File: src/rtl/display_scan.sv
// rtl/display_scan.sv - 4-digit 7-segment scanner with per-slot dead-time and per-frame value snapshot
// Optional LEADING_ZERO_BLANK_EN: suppress leading zero digits (digit 0 always shown).
module display_scan #(
    parameter int DIV       = 50000,
    parameter int BLANK_CYC = 500
) (
    input  logic        clk,
    input  logic        reset_n,
    input  logic        en,
    input  logic [15:0] num,
    output logic [1:0]  digit,
    output logic [3:0]  hex,
    output logic        blank,
    output logic        frame_start
);

    localparam int CW = (DIV > 1) ? $clog2(DIV) : 1;
    localparam logic [CW-1:0] CNT_LAST   = CW'(DIV - 1);
    localparam logic [CW-1:0] BLANK_LAST = CW'(BLANK_CYC - 1);

    typedef enum logic [1:0] {
        IDLE = 2'd0,
        DEAD = 2'd1,
        SHOW = 2'd2
    } state_t;

    // With no dead-time a slot opens directly in SHOW.
    localparam state_t SLOT_ENTRY = (BLANK_CYC == 0) ? SHOW : DEAD;

    state_t        state, state_nx;
    logic [CW-1:0] cnt, cnt_nx;
    logic [1:0]    digit_nx;
    logic [15:0]   num_q;
    logic          snap;

    always_ff @(posedge clk or negedge reset_n) begin
        if (!reset_n) begin
            state       <= IDLE;
            cnt         <= '0;
            digit       <= 2'd0;
            num_q       <= 16'h0000;
            frame_start <= 1'b0;
        end else begin
            state       <= state_nx;
            cnt         <= cnt_nx;
            digit       <= digit_nx;
            frame_start <= snap;
            if (snap) begin
                num_q <= num;
            end
        end
    end

    always_comb begin
        state_nx = state;
        cnt_nx   = cnt;
        digit_nx = digit;
        snap     = 1'b0;
        if (!en) begin
            state_nx = IDLE;
            cnt_nx   = '0;
            digit_nx = 2'd0;
        end else begin
            case (state)
                IDLE: begin
                    state_nx = SLOT_ENTRY;
                    cnt_nx   = '0;
                    digit_nx = 2'd0;
                    snap     = 1'b1;
                end
                DEAD: begin
                    cnt_nx = cnt + CW'(1);
                    if (cnt == BLANK_LAST) begin
                        state_nx = SHOW;
                    end
                end
                SHOW: begin
                    if (cnt == CNT_LAST) begin
                        cnt_nx   = '0;
                        digit_nx = digit + 2'd1;
                        state_nx = SLOT_ENTRY;
                        // Leaving digit 3 starts a new frame: take a fresh snapshot.
                        snap     = (digit == 2'd3);
                    end else begin
                        cnt_nx = cnt + CW'(1);
                    end
                end
                default: begin
                    state_nx = IDLE;
                    cnt_nx   = '0;
                    digit_nx = 2'd0;
                end
            endcase
        end
    end

    always_comb begin
        hex   = num_q[{digit, 2'b00} +: 4];
        blank = (state != SHOW);
`ifdef LEADING_ZERO_BLANK_EN
        if ((digit != 2'd0) && ((num_q >> {digit, 2'b00}) == 16'h0000)) begin
            blank = 1'b1;
        end
`endif
    end

endmodule
File: config.mk
export PLATFORM = sky130hd
export DESIGN_NAME = display_scan
export DESIGN_NICKNAME = d
export VERILOG_FILES = /design/src/rtl/display_scan.sv
export SDC_FILE = /design/constraint.sdc
export NUM_CORES = 1
export LEC_CHECK = 0
export BUFFER_PORTS_ARGS = -buffer_cell sky130_fd_sc_hd__buf_2
export CORE_ASPECT_RATIO = 0.75
export CORE_MARGIN = 4
export CORE_UTILIZATION = 40
export CTS_CLUSTER_SIZE = 20
export DETAILED_ROUTE_END_ITERATION = 10
export GPL_TIMING_DRIVEN = 0
export SKIP_LAST_GASP = 1
export SYNTH_ARGS = -nofsm -noshare
export SYNTH_HDL_FRONTEND = slang
export SYNTH_SLANG_ARGS = --single-unit
export TNS_END_PERCENT = 1
File: constraint.sdc
create_clock -name clk -period 4.3 [get_ports clk]
set_input_delay 0.43 -clock clk [delete_from_list [all_inputs] [get_ports clk]]
set_output_delay 0.43 -clock clk [all_outputs]
set_load 0.02 [all_outputs]
==> flow_summary.ini, run 1 <==
[floorplanning]
fp.dieW_um = 94.53
rows = 23
ios = 27
die-area_um2 = 6890
initial_utilization = 0.4173
core_um2 = 5381
die_h_um = 72.89

[worst_setup_path]
rr_endpoint = num_q[8]$_DFFE_PN0P_
rrSetupSlack_ns = 2.14
r2r_start = state[0]$_DFFE_PN0P_
required_ns = 4.50
path_class = reg2reg
start_kind = flip-flop
reg2regPathDepth = 8
worstSetupEndpointType = flip-flop
cp_max_fo = 10
arrival_ns = 2.37

[synthesis]
syn-num-nets = 253
netlist-cell-type-count = 38
synth_compound_area_frac = 0.1359
synth_xor_area_frac = 0.04290
ys_warn_count = 0
synth_top_family_by_area = simple AND/OR/NAND/NOR gates
netlist_area_um2 = 2246
yosys-top-cells-area = dfrtp_1, o211ai_1, nand4_1
synthAdderAreaFrac = 0.03343
synth_top_area_frac = 0.4123
synth-simple-area-share = 0.2769
yosysMostFrequentCell = dfrtp_1
synth_edf_count = 0
yosysSeqAreaShare = 0.4123
synth_common_cells = dfrtp_1, a21oi_1, nand4_1
synth_seq_cells = 37
synth_ff_type = dfrtp_1
muxShareOfSynthArea = 0.04457
avgSynthCellArea_um2 = 9.850
async_flop_share = 1.000
synth_cells = 228
yosysTopAreaCell = dfrtp_1

[pwr]
combPwrFrac = 0.208
p_sw_w = 0.0002611
ir_drop_uv = 158.4
p_int_w = 0.0006273
pwr-share-seq = 0.487
leakage_nw = 1.024
clkPwrFrac = 0.305
powerDensity_nw_per_um2 = 345.5
p_sw_frac = 0.2939

[grt]
gr-max-usage-layer = met1
grt_pass1_wl_mm = 8.921
grt_max_degree = 38
first_global_vias = 1771
grt_overflow = 0
antenna_found_initial = 0
met3_usage = 0.03608
use_met2 = 0.2296
grt_usage = 0.1669
met1_usage = 0.2622

[clock_tree]
h-tree-depth = 2
ctsResizeCount = 0
cts_inserted_buffers = 5
clkSinkCount = 37
clk_pin_slew_ns = 0.08
cts_root_buffer = clkbuf_8
cts_setup_buffers = 0
clock_latency_ns = 0.29
cts_tree = done
ctsHoldBuffers = 0
cts.path.max_buffers = 2

[place]
port-buffer-count = 26
dp_hpwl_mm = 3.803
pre_cts_slack_ns = 2.156
gp_congestion = 0.7792

[sta]
fmax_mhz = 462.1
min_period_ns = 2.164
final.setup.tns_ns = 0
finalHoldViolCount = 0
slew-limit-headroom = 0.4213
fin_worst_skew_ns = 0.005249
rsz0062_at_grt = no
setup_slack_ns = 2.136
worstMarginPinSlew_ns = 0.8680
setup_viol = 0
worst_hold_slack_ns = 0.2523
drv_slew = 0
fin_crit_sh = 0.5033

[detailed_routing]
totalWireLength_mm = 5.297
drc_errors = 0
vias = 1844
ant_nets = 0
post_drt_wl_per_cell_um = 15.72
vias_per_cell = 5.472
drt_iter0_drc = 77
first_pass_iters = 4

[hold_path]
min_path_type = in2async

[cells_and_area]
num_antenna_cells = 0
syn_to_final_growth_pct = 14.48
fin_nets = 286
final_layout_size_suffix_gt1_frac = 0.1870

[run_status]
status = complete, no violations

[run]
max-cap-violations = 0
## registers in the layout, indices dropped and copies added, names as in the netlist
name and flops:
frame_start 1, num_q 16, cnt 16, state 2, digit 2
## power groups by stage
stage	Sequential (W)	Combinational, W	Clock [W]
after floorplan	0.000421	0.000134	0
after global placement	0.000437	0.000184	0
after detailed placement	0.000437	0.000186	0
after CTS	0.000431	0.000187	0.000278
after global routing	0.000438	0.000207	0.000289
final	0.000433	0.000185	0.000271
## worst max path at each step
stage                         start                    end  slack, ns  depth (start not counted)
3_5_place_dp   state[0]$_DFFE_PN0P_   num_q[8]$_DFFE_PN0P_       2.16                          8
4_1_cts        digit[0]$_DFFE_PN0P_                 hex[2]       2.11                          3
5_1_grt        state[0]$_DFFE_PN0P_   num_q[6]$_DFFE_PN0P_       1.91                          8
3_3_place_gp   state[0]$_DFFE_PN0P_  num_q[12]$_DFFE_PN0P_       2.15                          8
2_1_floorplan  digit[0]$_DFFE_PN0P_                 hex[0]       2.50                          2
6_report       state[0]$_DFFE_PN0P_   num_q[8]$_DFFE_PN0P_       2.14                          8
## cells in the final DEF, fill, tap and decap left out, types with 2 or more instances in the layout
master	count
xor2_1	9
o21ai_0	2
or3_1	2
nand4_1	20
clkbuf_1	11
nand2b_1	17
o211ai_1	17
inv_1	5
dfrtp_1	37
o22ai_1	2
mux4_2	4
buf_2	27
xnor2_1	2
clkbuf_8	7
and3_1	3
nand3_1	7
and4_1	4
nand2_1	6
buf_6	5
nor2_1	14
nor2b_1	16
a21oi_1	20
ha_1	6
and2_1	3
## cell families (layout without fill, tap and decap cells)
group,count (synthesis),after routing
AOI/OAI and AO/OA,47,47
xor gates and xnor gates,11,11
adders and majority gates,6,6
buffers and inverters,22,56
DFF,37,37
muxes,5,5
and+or+nand+nor,100,100
## critical path: stages (launching register included)
cell	delay, ns
dfrtp_1	0.41
inv_1	0.11
ha_1	0.15
clkbuf_1	0.28
and2_1	0.17
clkbuf_1	0.25
clkbuf_1	0.45
a21oi_1	0.14
o211ai_1	0.11
## layout make-up
cell class / count / area (µm²)
Clock inverter: 1 / 5.005
Multi-Input combinational cell: 169 / 1199
Buffer: 17 / 102.6
Sequential cell: 37 / 925.9
Timing Repair Buffer: 26 / 130.1
Inverter: 5 / 18.77
Tap cell: 75 / 93.84
Clock buffer: 7 / 96.34
Fill cell: 517 / 2810
## stage by stage
step	cells	util	power [W]	instance area, µm²
2_1_floorplan	228	-	0.0005554	2246
3_3_place_gp	329	0.4590	0.0006210	2470
3_5_place_dp	329	0.4590	0.0006232	2470
4_1_cts	337	0.4778	0.0008951	2571
5_1_grt	337	0.4778	0.0009348	2571
6_report	337	0.4778	0.0008884	2571
## layer usage
metal,share of wire,wire [µm]
met1,0.53,2829
met2,0.42,2235
met3,0.038,202
met4,0.0055,29
met5,0,0
No activity file was read; power rests on OpenSTA's default activity.
==> run 2, diff against run 1 <==
==> constraint.sdc (replaced) <==
create_clock -name clk -period 2.15 [get_ports clk]
set_input_delay 0.215 -clock clk [delete_from_list [all_inputs] [get_ports clk]]
set_output_delay 0.215 -clock clk [all_outputs]
set_load 0.02 [all_outputs]
==> flow_summary.ini, run 2 (synthesized netlist as in run 1, its figures left out) <==
[cells_and_area]
syn_to_final_growth_pct = 14.87
fin_area_um2 = 2580
finalNonFillerCells = 337
final_common_cell = dfrtp_1
reg.largest.list = cnt (16), num_q (16)
fin_nets = 286
num_antenna_cells = 0
mostFrequentLayoutCells = dfrtp_1, buf_2, a21oi_1, nand4_1
final_layout_size_suffix_gt1_frac = 0.1947
nFillCells = 516

[floorplanning]
ios = 27
die_h_um = 72.89
core_um2 = 5381
rows = 23
initial_utilization = 0.4173
die-area_um2 = 6890
fp.dieW_um = 94.53

[sta]
worstMarginPinSlew_ns = 0.8777
finalHoldViolCount = 0
rsz0062_at_grt = yes
fmax_mhz = 504.3
fin_crit_sh = 0.9224
fin_worst_skew_ns = 0.007004
setup_viol = 0
drv_slew = 0
worst_hold_slack_ns = 0.04325
setup_slack_ns = 0.1669
min_period_ns = 1.983
slew-limit-headroom = 0.4149

[worst_setup_path]
worstSetupEndpointType = flip-flop
crit_chain = inv_1 > ha_1 > clkbuf_1 > and2_1 > clkbuf_1 > clkbuf_2 > a21oi_1 > o211ai_1
required_ns = 2.35
start_kind = flip-flop
cp_max_fo = 10
reg2regPathDepth = 8
critPathMaxStageDelay_ns = 0.41
path_class = reg2reg
cp_common_cell = clkbuf_1
crit_path_top_delay_cell = dfrtp_1
arrival_ns = 2.19

[detailed_routing]
vias = 1850
ant_nets = 0
vias_per_cell = 5.490
first_pass_iters = 4
drc_errors = 0
drt_iter0_drc = 110
totalWireLength_mm = 5.306
post_drt_wl_per_cell_um = 15.74

[clock_tree]
cts_inserted_buffers = 5
cts.path.max_buffers = 2
clock_latency_ns = 0.29
h-tree-depth = 2
cts_tree = done
clkSinkCount = 37
clk_pin_slew_ns = 0.08
cts_root_buffer = clkbuf_8

[hold_path]
min_path_type = in2async

[place]
gp_congestion = 0.7792
place_inst = 329
pre_cts_slack_ns = 0.005659
port-buffer-count = 26
post_dp_cell_area_um2 = 2470
dp_hpwl_mm = 3.803

[grt]
grt_pass1_wl_mm = 8.907
grt_max_degree = 38
first_global_vias = 1769
grt_overflow = 0
antenna_found_initial = 0
grt_usage = 0.1667

[run_status]
status = complete, no violations

[pwr]
total_power_w = 0.001774
powerDensity_nw_per_um2 = 687.6
ir_drop_uv = 314.9
leakage_nw = 1.028

[run]
max-cap-violations = 0
run 2: changes by cell type in the layout (fill, tap and decap cells not counted):
cell / delta
clkbuf_2: +1
a41oi_1: -1
clkbuf_1: -1
a41oi_2: +1
run 2: repair_timing:
item | 4_1_cts | 5_1_grt
setup endpoints to repair | 5 | 14
hold buffers | 0 | 0
setup buffers | 0 | 0
resized for setup | 1 | 1
pin swaps | 0 | 0
run 2: worst paths after layout:
kind / slack (ns) / end / startpoint
hold reg to reg: 0.49 / cnt[0]$_DFF_PN0_ / cnt[0]$_DFF_PN0_
hold / removal: 0.04 / cnt[7]$_DFF_PN0_ / reset_n
setup reg to reg: 0.17 / num_q[15]$_DFFE_PN0P_ / state[0]$_DFFE_PN0P_
setup / recovery: 0.17 / num_q[15]$_DFFE_PN0P_ / state[0]$_DFFE_PN0P_
min in group clk: 0.17 / num_q[0]$_DFFE_PN0P_ / num[0]
max in group asynchronous: 1.55 / cnt[14]$_DFF_PN0_ / reset_n
run 2: worst max-delay path, delay by kind of cell, from the launching register on:
kind / cells / cell delay, ns
and+or+nand+nor: 1 / 0.18
buffers and inverters: 4 / 0.97
adders and majority gates: 1 / 0.15
AOI/OAI and AO/OA: 2 / 0.19
DFF: 1 / 0.41
run 2: through the flow:
stage,setup TNS [ns],utilization
6_report,0,0.4794
5_1_grt,-0.07794,0.4794
4_1_cts,0,0.4780
3_5_place_dp,0,0.4590
3_3_place_gp,0,0.4590
2_1_floorplan,0,-
run 2: layout make-up:
cell class                 instances  area [µm²]  area share
timing repair buffer              26       130.1     0.05044
multi-input combinational        169        1206      0.4675
clock buffer                       7       96.34     0.03734
clock inverter                     1       5.005    0.001940
sequential                        37       925.9      0.3589
inverter                           5       18.77    0.007275
tap                               75       93.84     0.03637
buffer                            17       103.9     0.04025
run 2: power breakdown:
part	switching [W]	total (W)	internal [W]
Sequential	0.0000796	0.000864	0.000784
Clock	0.000250	0.000540	0.000290
Combinational	0.000189	0.000370	0.000181
run 2: metal layers:
metal,track usage,vias to the layer above,wire length [µm]
met4,0.04320,0,40
met3,0.03608,4,331
met1,0.2622,904,2707
met5,0,-,0
li1,-,900,-
met2,0.2288,42,2226
